--- src/rtl/pipeline_pkg.sv ---
// Shared definitions for the elastic valid/ready pipeline.
//   P_WIDTH  : default data word width in bits
//   P_STAGES : default number of register stages
//   data_t   : data word at the default width
package pipeline_pkg;

  localparam int P_WIDTH  = 32;
  localparam int P_STAGES = 3;

  typedef logic [P_WIDTH-1:0] data_t;

endpackage : pipeline_pkg

--- src/rtl/pipeline_vr_stage.sv ---
// One elastic stage: a single valid/data register pair.
// The stage can take a new beat when it is empty or when its current beat
// leaves this cycle. Data loads only on a valid upstream beat, so the data
// register keeps its last value through bubbles.
//   i_clk, i_rst      : clock, synchronous active-high reset
//   i_valid, i_data   : upstream beat
//   i_ready           : downstream ready
//   o_ready           : this stage accepts a beat this cycle (combinational)
//   o_valid, o_data   : registered beat towards downstream
module pipeline_vr_stage
  import pipeline_pkg::*;
#(
  parameter int p_width = P_WIDTH
) (
  input  logic               i_clk,
  input  logic               i_rst,
  input  logic               i_valid,
  input  logic [p_width-1:0] i_data,
  input  logic               i_ready,
  output logic               o_ready,
  output logic               o_valid,
  output logic [p_width-1:0] o_data
);

  logic               valid_q, valid_d;
  logic [p_width-1:0] data_q, data_d;

  // Deliberately combinational: ready ripples straight back through the pipe.
  assign o_ready = !valid_q | i_ready;

  always_comb begin
    valid_d = valid_q;
    data_d  = data_q;
    if (o_ready) begin
      valid_d = i_valid;
      if (i_valid) begin
        data_d = i_data;
      end
    end
  end

  always_ff @(posedge i_clk) begin
    if (i_rst) begin
      valid_q <= 1'b0;
      data_q  <= '0;
    end else begin
      valid_q <= valid_d;
      data_q  <= data_d;
    end
  end

  assign o_valid = valid_q;
  assign o_data  = data_q;

endmodule : pipeline_vr_stage

--- src/rtl/pipeline_valid_ready.sv ---
// Elastic data pipeline of p_stages valid/ready register stages.
// Valid and data move forward one stage per cycle; ready is a purely
// combinational chain from the sink (i_ready) back to the source (o_ready).
//   i_clk, i_rst      : clock, synchronous active-high reset
//   i_valid, i_data   : source beat
//   o_ready           : pipeline accepts a beat this cycle
//   o_valid, o_data   : sink-side beat (last stage)
//   i_ready           : sink accepts a beat this cycle
module pipeline_valid_ready
  import pipeline_pkg::*;
#(
  parameter int p_width  = P_WIDTH,
  parameter int p_stages = P_STAGES
) (
  input  logic               i_clk,
  input  logic               i_rst,
  input  logic               i_valid,
  output logic               o_ready,
  input  logic [p_width-1:0] i_data,
  output logic               o_valid,
  input  logic               i_ready,
  output logic [p_width-1:0] o_data
);

  // Index s is the input of stage s; index p_stages is the sink side.
  logic               vld [0:p_stages];
  logic [p_width-1:0] dat [0:p_stages];
  logic               rdy [0:p_stages];

  assign vld[0]        = i_valid;
  assign dat[0]        = i_data;
  assign rdy[p_stages] = i_ready;

  for (genvar s = 0; s < p_stages; s++) begin : g_stage
    pipeline_vr_stage #(
      .p_width(p_width)
    ) u_stage (
      .i_clk  (i_clk),
      .i_rst  (i_rst),
      .i_valid(vld[s]),
      .i_data (dat[s]),
      .i_ready(rdy[s+1]),
      .o_ready(rdy[s]),
      .o_valid(vld[s+1]),
      .o_data (dat[s+1])
    );
  end

  assign o_ready = rdy[0];
  assign o_valid = vld[p_stages];
  assign o_data  = dat[p_stages];

endmodule : pipeline_valid_ready

--- config.mk ---
export PLATFORM = sky130hd
export DESIGN_NAME = pipeline_valid_ready
export DESIGN_NICKNAME = d
export VERILOG_FILES = /design/src/rtl/pipeline_pkg.sv /design/src/rtl/pipeline_vr_stage.sv /design/src/rtl/pipeline_valid_ready.sv
export SDC_FILE = /design/constraint.sdc
export NUM_CORES = 1
export LEC_CHECK = 0
export CORE_MARGIN = 8
export CORE_UTILIZATION = 53
export CTS_CLUSTER_SIZE = 25
export DETAILED_ROUTE_END_ITERATION = 10
export GPL_TIMING_DRIVEN = 0
export PLACE_DENSITY = 0.79
export RECOVER_POWER = 25
export SETUP_SLACK_MARGIN = 0.4
export SYNTH_ARGS = -nofsm -noshare
export SYNTH_HDL_FRONTEND = slang
export SYNTH_SLANG_ARGS = --single-unit
--- constraint.sdc ---
create_clock -name i_clk -period 1.5 [get_ports i_clk]
set_input_delay 0.15 -clock i_clk [delete_from_list [all_inputs] [get_ports i_clk]]
set_output_delay 0.15 -clock i_clk [all_outputs]
set_load 0.05 [all_outputs]
* Word level (Yosys, flattened, before mapping)
Cells that the tools add are included.
** Operators by class
- Bitwise gates (word level) :: 3
- Reduce and logical (&&, ||, !) cells :: 6
** Operator list (number)
- AND reduction 2 bit :: 3
- zero test 1 bit :: 3
- OR 1 bit :: 3
** Word-level totals
- Output and inout bits :: 34
- Bits in registers :: 99

* Depth between registers and ports, before layout
- Depth after elaboration :: 5
- Depth in mapped cells :: 5
- Mapped depth without buffers :: 3

* Hierarchy
Synthesis repeated with hierarchy kept, for this count alone.
** Unflattened totals
- Cells, all modules :: 450
- Area total of the unflattened synthesis :: 4331.7 µm²
** By module, submodules not included
- pipeline_vr_stage :: area an instance 1443.9 µm², cells each 150, instances 3, sequential area each 660.6 µm²

* Least setup slack after synthesis
OpenSTA, ideal clock, no wires.
- Kind :: register to register
- Start :: register g_stage[2].u_stage.valid_q
- End :: register g_stage[0].u_stage.valid_q
- Stages on the path, launching flop included :: 5
- Path buffers :: 1
- Period minus slack after synthesis :: 1743 ps
- Path slack :: -243 ps
- Data arrival time :: 1664 ps
- Data required time :: 1421 ps
- Path through :: dfxtp_1 > nor2b_4 > buf_6 > nand3_1 > a21oi_1
** Between the ends
- Cells in the longest elaborated chain, start to end :: 4
** RTL lines
- start, declared :: line pipeline_vr_stage.sv:25 : logic valid_q, valid_d;
- start signal, assigned :: line pipeline_vr_stage.sv:47 : valid_q <= valid_d;
- zero test 1 bit :: line pipeline_vr_stage.sv:29 : assign o_ready = !valid_q | i_ready;
- OR 1 bit (3 in a row) :: line pipeline_vr_stage.sv:29
- via o_ready :: line pipeline_valid_ready.sv:18 : output logic o_ready,
- end signal, assigned :: line pipeline_vr_stage.sv:47
- end, declared :: line pipeline_vr_stage.sv:25
The timed path passes the listed nets, and every way through them passes these cells.
A chain may end at the register's enable or synchronous reset.

* Final worst setup path
- Start :: register g_stage[2].u_stage.valid_q
- End :: output o_ready
** Between the ends
- Cells in the longest elaborated chain, start to end :: 4
** RTL lines (line)
- zero test 1 bit :: pipeline_vr_stage.sv:29
- OR 1 bit (3 in a row) :: pipeline_vr_stage.sv:29
- end, declared :: pipeline_valid_ready.sv:18
No other way between the ends.

==> flow_results.org <==
** Outcome
- Result of the run :: finished, final reports clean

** Routing
- In the routed layout, each cell is associated on average with a via count of 5.62.
- In the routed design, unresolved DRC markers number 0.
- The first detailed-routing pass ran for 5 iterations.
- In the final routed layout, each cell accounts on average for 21.8 um.
- The first routing iteration left 180 violations.
- Final antenna-violating net count :: 0
- The routed layout has 3779 vias.
- Wirelength, routed :: 14700 um

** CTS
- Maximum root-to-sink buffer count :: 2
- The later pin in the worst-skew pair is clocked with a latency of 0.37 ns.
- Counting every sink on the clock net gives 99.
- The number of hold buffers added after CTS was 0.
- TritonCTS clock tree :: yes
- Clk root buf :: sky130_fd_sc_hd__clkbuf_8
- Total CTS buffers :: 9
- The H-tree was split into 3 levels.
- Register clock-pin slew on the reported worst setup and hold paths :: 0.10 ns

** Pwr
- In this run the static leakage power is 2.72 nW.
- Part of the total power dissipated in combinational logic :: 0.132
- Total power for the finished layout comes to 5.53 mW.
- Sequential Power Share :: 0.498
- The internal portion of the total power is 4.18 mW.
- The share of total power dissipated in the clock network is 0.370.
- Switching power of the nets :: 1.35 mW
- Maximum vdd drop :: 0.642 mV
- Power spread over the standard cell area amounts to 810 mW/mm2.
- Of the total power, the share spent switching nets is 0.244.

** Setup path
- Family with the most delay on the worst path :: flip-flops
- R2R depth :: 8
- The largest single stage delay on the critical path is 0.38 ns.
- The critical path is of the flip-flop to output pin type.
- For the worst setup path, the data required time is 1.35 ns.
- For the worst setup path, the data arrival time is 1.32 ns.
- CP cell instances :: nor2b_4 -> buf_6 -> nand3_4 -> buf_8
- STA classifies the critical path startpoint as a flip-flop.
- Along the worst path, the maximum fanout reaches 4.
- Slowest library cell on the worst path :: sky130_fd_sc_hd__dfxtp_4
- WP depth :: 4
- Nature of the critical path endpoint :: output pin
- Number of buffers and inverters on the critical path :: 2

** Floorplan
- The floorplan step set the die height to 106 um.
- Number of top-level design ports :: 70
- The initial utilization of the core area, before any placement, comes to 0.548.
- The core region is 0.00777 mm2.
- Placement Rows :: 32
- Die width :: 106 um
- The die covers 0.0111 mm2.

** GRT
- Vias in the first global route :: 3564
- met2 is the most crowded layer.
- GRT met1 Usage :: 0.229
- Across every metal layer, demand over resource in global routing totals 0.198.
- Global-route wire length before repair :: 18100 um
- Summed over all layers, the global routing overflow is 0.
- Maximum number of pins on one net before global-route repair :: 16
- Met2 capacity usage during global routing :: 0.350
- For this run, global-route usage on met3 was measured as 0.0457.
- The initial antenna violation count came to 0.

** STA
- Count of final max-slew check failures :: 0
- Final-report hold violation count :: 0
- After layout, the minimum clock period comes to 1.47 ns.
- In this run the tightest slew margin relative to its limit is 0.582.
- Setup repair after global routing missed its margin :: yes
- Number of endpoints failing setup at the final stage :: 0
- Worst-margin pin slew :: 0.628 ns
- Clock skew :: 0.0115 ns
- Of the available clock period, the critical path in the final layout requires 0.983.
- Max Clock Freq :: 678 MHz

** Placement
- Port buffering added 68 buffers.
- After legalization and detailed placement, the total HPWL measured 6580 um.
- Routability-driven placement finished with a final weighted congestion of 0.747.

** Run
- Max-cap violations :: 0

** Finish
- Area occupied by multi-input gates :: 0.00228 mm2
- Most frequent standard cell in the layout excluding fill and tap cells :: sky130_fd_sc_hd__nand2b_1
- The repair_antennas step left the layout with diodes totalling 0.
- Share of layout cells above drive strength 1 :: 0.423
- In the final layout, flip-flops and latches occupy 0.00199 mm2.
- Measured on the finished design, the core utilization comes to 0.879.
- Leading cell types in the layout, fill and taps excluded :: sky130_fd_sc_hd__nand2b_1, sky130_fd_sc_hd__dfxtp_1, sky130_fd_sc_hd__mux2i_1
- Fill cells in the final layout number 329.
- The final layout contains 601 nets.
- Area added between synthesis and finish :: 60.6%

** Yosys
- The share of the Yosys chip area taken by registers is 0.466.
- Post-Synthesis Mean Instance Area :: 9.80 um2
- Area of the mapped netlist :: 0.00425 mm2
- In this run, synthesis produced a sequential element count of 99.
- Syn Nets :: 470
- Post-synthesis instance total :: 434
- Post-synthesis cell type count :: 19
- Number of synthesis warnings :: 0

** Hold path
- Worst hold path class :: primary input to flip-flop
- Hold Path Stages :: 3
flip-flops by register name (all words and copies together) (netlist names):
register,flops
g_stage.u_stage.o_data,96
g_stage.u_stage.o_valid,3
timing repair:
action / in CTS / in global routing
gates resized for setup: 386 / 110
setup endpoints to repair: 130 / 133
pin swaps: 26 / 35
buffers inserted: 16 / 24
gates cloned: 8 / 4
final timing paths:
path / slack (ns) / to / startpoint
setup / recovery: 0.03 / o_ready / g_stage[2].u_stage.o_valid
hold / removal: 0.25 / g_stage[1].u_stage.o_data[23] / i_rst
setup reg to reg: 0.04 / g_stage[2].u_stage.o_data[29] / g_stage[2].u_stage.o_valid
hold reg to reg: 0.47 / g_stage[2].u_stage.o_data[21] / g_stage[1].u_stage.o_data[21]
Yosys cell counts, drive strengths merged:
| master | count | area, um2 |
|---|---|---|
| o21ai | 33 | 176 |
| mux2i | 64 | 641 |
| a21oi | 35 | 175 |
| nor2b | 1 | 13.8 |
| a31oi | 1 | 21.3 |
| nand2b | 97 | 607 |
| inv | 1 | 3.75 |
| dfxtp | 99 | 1980 |
| clkbuf | 20 | 75.1 |
| a21boi | 1 | 7.51 |
| nand3 | 33 | 165 |
| nor2 | 1 | 3.75 |
| clkinv | 1 | 3.75 |
| buf | 47 | 379 |
final cells by class:
| type | instances | share of cell area |
|---|---|---|
| flip-flops and latches | 99 | 0.292 |
| clock inverters | 3 | 0.00989 |
| plain buffers | 67 | 0.103 |
| inverters | 2 | 0.00147 |
| multi-input cells | 266 | 0.333 |
| repair buffers | 120 | 0.217 |
| well taps | 102 | 0.0187 |
| clock buffers | 13 | 0.0249 |
tightest hold or removal path, stage by stage:
cell	delay [ns]
sky130_fd_sc_hd__buf_2	0.19
sky130_fd_sc_hd__nand2b_1	0.16
sky130_fd_sc_hd__mux2i_1	0.07
metrics by stage:
step	std cells	setup TNS, ns	area (um2)	worst slack (ns)	hold WS (ns)
6_report	672	0	6830	0.0252	0.248
5_1_grt	672	-0.00775	6830	-0.00775	0.238
4_1_cts	644	0	6130	0.105	0.226
3_5_place_dp	604	-9.53	5090	-0.416	0.467
3_3_place_gp	604	-7.99	5090	-0.407	0.453
2_1_floorplan	434	0	4280	0.158	0.306
power groups by stage:
stage          clock network (mW)  logic [mW]  registers [mW]
3_3_place_gp                    0       0.478            2.80
6_report                     2.04       0.732            2.76
5_1_grt                      2.17       0.763            2.76
2_1_floorplan                   0       0.315            2.80
3_5_place_dp                    0       0.490            2.80
4_1_cts                      1.99       0.600            2.75
cells by family (layout without fill, tap and decap cells):
kind of cell | after synthesis | after routing | synth area share
simple gates | 132 | 132 | 0.186
compound gates | 70 | 70 | 0.0894
mux | 64 | 64 | 0.151
buf+inv | 69 | 205 | 0.109
flops | 99 | 99 | 0.466
per-layer routing:
metal / up-vias / routed length, um
met4: 0 / 658
li1: 1688 / -
met1: 1861 / 5410
met2: 174 / 7620
met5: - / 0
met3: 56 / 961
Power figures use the tool's default switching activity.
